==> config.mk <==
export PLATFORM = sky130hd
export DESIGN_NAME = pulse_train_rx
export DESIGN_NICKNAME = d
export VERILOG_FILES = /design/src/rtl/pulse_rx_pkg.sv /design/src/rtl/sync_rise_det.sv /design/src/rtl/pulse_train_rx.sv
export SDC_FILE = /design/constraint.sdc
export NUM_CORES = 1
export LEC_CHECK = 0
export CAP_MARGIN = 20
export CORE_MARGIN = 1.5
export CORE_UTILIZATION = 29
export CTS_CLUSTER_SIZE = 30
export DETAILED_ROUTE_END_ITERATION = 10
export PLACE_DENSITY = 0.53
export SYNTH_ARGS = -nofsm -noshare
export SYNTH_HDL_FRONTEND = slang
export SYNTH_SLANG_ARGS = --single-unit
export TNS_END_PERCENT = 20
==> constraint.sdc <==
create_clock -name sys_clk -period 3.3 [get_ports sys_clk]
set_input_delay 0.66 -clock sys_clk [delete_from_list [all_inputs] [get_ports sys_clk]]
set_output_delay 0.66 -clock sys_clk [all_outputs]
set_load 0.02 [all_outputs]
==> src/rtl/pulse_rx_pkg.sv <==
// Shared types and defaults for the pulse-train receiver.
// The saturating increment helper works on values up to 32 bits wide.
package pulse_rx_pkg;

    typedef enum logic [1:0] {
        IDLE,
        COUNT,
        DONE
    } rx_state_t;

    localparam int unsigned DEF_CNT_W        = 16;
    localparam int unsigned DEF_PER_W        = 26;
    localparam int unsigned DEF_IDLE_TIMEOUT = 100000;
    localparam int unsigned DEF_EXP_PULSES   = 2500;

    function automatic logic [31:0] sat_inc(input logic [31:0] value,
                                            input logic [31:0] max_value);
        return (value >= max_value) ? max_value : value + 32'd1;
    endfunction

endpackage

==> src/rtl/sync_rise_det.sv <==
// Two-flop synchronizer followed by a previous-value register.
// Produces a one-cycle rise strobe for each low-to-high transition of sig.
module sync_rise_det (
    input  logic clk,
    input  logic rst,
    input  logic sig,
    output logic rise
);

    logic meta;
    logic sync;
    logic prev;

    always_ff @(posedge clk or posedge rst) begin
        if (rst) begin
            meta <= 1'b0;
            sync <= 1'b0;
            prev <= 1'b0;
        end else begin
            meta <= sig;
            sync <= meta;
            prev <= sync;
        end
    end

    assign rise = sync & ~prev;

endmodule

==> src/rtl/pulse_train_rx.sv <==
// Pulse-train receiver: counts rising edges of a burst, measures the last
// edge-to-edge period and ends the burst after an idle timeout.
module pulse_train_rx
    import pulse_rx_pkg::*;
#(
    parameter int unsigned CNT_W        = DEF_CNT_W,
    parameter int unsigned PER_W        = DEF_PER_W,
    parameter int unsigned IDLE_TIMEOUT = DEF_IDLE_TIMEOUT,
    parameter int unsigned EXP_PULSES   = DEF_EXP_PULSES
) (
    input  logic             sys_clk,
    input  logic             sys_rst,
    input  logic             pulse_in,
    input  logic             clr,
    output logic             busy,
    output logic             done,
    output logic [CNT_W-1:0] pulse_cnt,
    output logic [PER_W-1:0] period,
    output logic             match,
    output logic             overflow
);

    localparam logic [CNT_W-1:0] CNT_MAX      = '1;
    localparam logic [PER_W-1:0] TIMER_MAX    = '1;
    localparam logic [PER_W-1:0] TIMEOUT_LAST = PER_W'(IDLE_TIMEOUT - 1);
    localparam logic [CNT_W-1:0] EXP_CNT      = CNT_W'(EXP_PULSES);

    rx_state_t        state, state_n;
    logic [PER_W-1:0] timer, timer_n;
    logic [CNT_W-1:0] cnt_n;
    logic [PER_W-1:0] per_n;
    logic             match_n, ovf_n, busy_n, done_n;
    logic             rise;

    sync_rise_det u_sync (
        .clk  (sys_clk),
        .rst  (sys_rst),
        .sig  (pulse_in),
        .rise (rise)
    );

    always_ff @(posedge sys_clk or posedge sys_rst) begin
        if (sys_rst) begin
            state     <= IDLE;
            timer     <= '0;
            pulse_cnt <= '0;
            period    <= '0;
            match     <= 1'b0;
            overflow  <= 1'b0;
            busy      <= 1'b0;
            done      <= 1'b0;
        end else begin
            state     <= state_n;
            timer     <= timer_n;
            pulse_cnt <= cnt_n;
            period    <= per_n;
            match     <= match_n;
            overflow  <= ovf_n;
            busy      <= busy_n;
            done      <= done_n;
        end
    end

    // done/busy/match are registered on the COUNT->DONE transition so they
    // are visible exactly during the single DONE cycle.
    always_comb begin
        state_n = state;
        timer_n = timer;
        cnt_n   = pulse_cnt;
        per_n   = period;
        match_n = match;
        ovf_n   = overflow;
        busy_n  = busy;
        done_n  = 1'b0;

        if (clr) begin
            state_n = IDLE;
            timer_n = '0;
            cnt_n   = '0;
            per_n   = '0;
            match_n = 1'b0;
            ovf_n   = 1'b0;
            busy_n  = 1'b0;
        end else begin
            unique case (state)
                IDLE: begin
                    if (rise) begin
                        state_n = COUNT;
                        cnt_n   = CNT_W'(1);
                        per_n   = '0;
                        timer_n = '0;
                        ovf_n   = 1'b0;
                        match_n = 1'b0;
                        busy_n  = 1'b1;
                    end
                end
                COUNT: begin
                    if (rise) begin
                        per_n   = PER_W'(sat_inc(32'(timer), 32'(TIMER_MAX)));
                        timer_n = '0;
                        cnt_n   = CNT_W'(sat_inc(32'(pulse_cnt), 32'(CNT_MAX)));
                        if (pulse_cnt == CNT_MAX) begin
                            ovf_n = 1'b1;
                        end
                    end else if (timer == TIMEOUT_LAST) begin
                        state_n = DONE;
                        done_n  = 1'b1;
                        busy_n  = 1'b0;
                        match_n = (pulse_cnt == EXP_CNT) && !overflow;
                    end else begin
                        timer_n = PER_W'(sat_inc(32'(timer), 32'(TIMER_MAX)));
                    end
                end
                DONE: begin
                    state_n = IDLE;
                end
                default: begin
                    state_n = IDLE;
                end
            endcase
        end
    end

endmodule

==> results.toml <==
[min_path]
holdPathStages = 0
hold_class = "register to register"
min_to = "u_sync.sync"
hp-start = "u_sync.meta"

[synth]
synthXorXnorAreaFrac_pct = 1.22
netlist.area_leader.share_pct = 44.6
synth-simple-area-share_pct = 23.8
yosysMostFrequentCell = "dfrtp_1"
synth_top_family_by_area = "compound AO/OA/AOI/OAI gates"
synth.distinct_cells = 59
postSynthAreaPerCell_um2 = 9.17
synth_compound_area_share_pct = 23.9
synth_fa_ha_area_share_pct = 0.869
synth_mux_area_share_pct = 0.261
synth_top_area_cell = "dfrtp_1"
ys_ff_latch = 77
synth_edf_count = 0
synth-main-ff-cell = "dfrtp_1"
synth-seq-area-share_pct = 44.6
async_reset_ff_share_pct = 100
synth_fp_nets = 478
syn_inst = 471
ys_top_cells_by_area = "dfrtp_1 45%, o21ai_0 5.6%, a22o_1 4.9%, nand2_1 3.6%, a221o_1 2.8%"
yosys-top-cells-count = "77 x dfrtp_1, 48 x o21ai_0, 41 x nand2_1, 24 x a22o_1, 24 x nand3_1"
yosysWarnings = 0
synth_area_um2 = 4320

[place]
placed_area_um2 = 4960
dp_hpwl_mm = 8.54
place.port_buffers = 49
gp_congestion = 0.911

[power]
p_clk_share_pct = 50.7
pwr-share-comb_pct = 4.6
netSwitchingPower_mw = 0.461
internal_power_mw = 1.68
power_frac_seq_pct = 44.7
power_per_cell_area_nw_per_um2 = 405
finalPower_mw = 2.14
vdd_ir_drop_max_mv = 0.195
switching_share_pct = 21.5
power_leakage_nw = 2.26

[timing]
report.final.slew_viol_count = 0
timing.final.crit_share_pct = 79.4
final-hold-violation-count = 0
finalSetupViolations = 0
rsz0062_at_grt = "false"
holdWs_ps = 357
worst_pin_slew_ps = 735
min_period_ps = 2620
fin_setup_tns_ps = 0
fin_skew_ps = 6.59
slew_headroom_pct = 51.0
fmax_mhz = 382

[critical_path]
worst_ep_arrival_time_ps = 2900
start_kind = "register"
critPathCaptureType = "register"
worstPathRequired_ps = 3580
crit_type = "register to register"
crit_fanout = 9
r2r_end = "timer[13]"
reg2reg_from = "timer[0]"
startpoint = "timer[0]"
reg2reg_setup_slack_ps = 680
r2r_cells = 7

[routing]
drt_iter0_drc = 419
wl_mm = 12.3
ant_nets = 0
num_vias = 3922
wl_per_cell_um = 17.7
firstDrtPassIters = 5
drt-vias-per-instance = 5.65
post-route-drc-count = 0

[global_route]
grt.total_usage_pct = 16.2
grt_pass1_vias = 3755
grt_max_degree = 42
grt_pass1_wl_mm = 20.4
grt_overflow_total = 0
antenna_found_initial = 0

[final_layout]
fin_area_um2 = 5290
final.fill_count = 1486
utilization_pct = 36.4
drive_gt1_share_pct = 7.25
nNetsFinal = 512
insertedDiodeCount = 0
syn_to_final_growth_pct = 22.5

[floorplanning]
floorplan.initialDensity_pct = 29.7
core_um2 = 14500
rows = 44
ioPinCount = 50
die_w_um = 125
dieArea_um2 = 15600
die_height_um = 125

[cts]
hold_buffers = 0
h-tree-depth = 3
numCtsBuffers = 9
cts_resized = 0
clk_path_buf_depth = 2
cts_tree = "done"
clock-sinks = 77
cts_root_buf = "clkbuf_16"
cts.reportedPaths.clkPinSlew_ps = 60
postCtsSetupBuffers = 0
clk_latency_ps = 340

[outcome]
outcome = "finished clean"

[job]
timing.max_cap.violations = 0
[power by group through the flow]
| stage | registers, mW | logic [mW] | clock network [mW] |
|---|---|---|---|
| floorplan | 0.976 | 0.0600 | 0 |
| global placement | 0.974 | 0.100 | 0 |
| detailed placement | 0.974 | 0.101 | 0 |
| CTS | 0.957 | 0.101 | 1.12 |
| global route | 0.958 | 0.110 | 1.16 |
| finish | 0.957 | 0.0983 | 1.09 |
[layout make-up]
class,count,area (um^2),area share (%)
well taps,184,230,4.35
flip-flops and latches,77,1930,36.4
multi-input cells,343,2160,40.9
repair buffers,61,593,11.2
clock buffers,12,256,4.85
clock inverters,4,70.1,1.32
inverters,13,50.0,0.946
[cell families (layout without fill, tap and decap cells)]
group / after synthesis / in the layout
DFF: 77 / 77
AOI/OAI and AO/OA: 148 / 148
xor gates and xnor gates: 6 / 6
buffers and inverters: 51 / 90
muxes: 1 / 1
adders and majority gates: 3 / 3
and+or+nand+nor: 185 / 185
[state kept, by name, summed over array words and instances, names as in the netlist, 2 cells and up]
register / count
state: 2
timer: 26
pulse_cnt: 16
period: 26
[per-stage QoR]
stage          worst slack [ps]  cells
2_1_floorplan               673    471
3_3_place_gp                735    678
3_5_place_dp                670    678
4_1_cts                     741    694
5_1_grt                     518    694
6_report                    679    694
[critical path, stage by stage (launching register included)]
cell	delay, ps
dfrtp_1	430
ha_1	280
nand3_1	320
nor4_1	560
buf_4	270
nand2_1	220
a311oi_1	370
a21o_1	120
[placed cells by master (no fill, tap or decap), drive strengths merged, types with 3 or more instances in the layout]
cell type      synthesis  routed
nor3                  17      17
nand4                 14      14
nand2b                 4       4
nand2                 41      41
and3                   7       7
nand4b                 3       3
a22o                  24      24
o21ai                 49      49
and4                   3       3
and2                   4       4
a22oi                  3       3
xor2                   4       4
clkdlybuf4s50          0      49
nor2                  21      21
clkinv                 0       3
or4                    7       7
or3                    4       4
nor4b                  6       6
dfrtp                 77      77
nand3                 24      24
a211oi                 6       6
nor4                  16      16
nor2b                  4       4
a21oi                 18      18
inv                   13      12
ha                     3       3
a311oi                 3       3
a21o                  14      14
nor3b                  3       3
buf                   15      12
a31oi                  6       6
clkbuf                23      12
a221o                 12      12
[how the worst max path moves through the flow]
stage,end,cells past startpoint
floorplan,busy,1
global placement,match,6
detailed placement,match,6
CTS,timer[13],7
global route,timer[13],7
finish,timer[13],7
[per-layer routing]
metal  global-route usage (%)  share of wire, %  vias up
met2                     23.9                44      144
met4                     5.21               1.3        0
met5                        0                 0        -
met3                     4.19               5.3       12
met1                     23.2                49     1912
li1                         -                 -     1854
(Power assumes the default switching activity.)
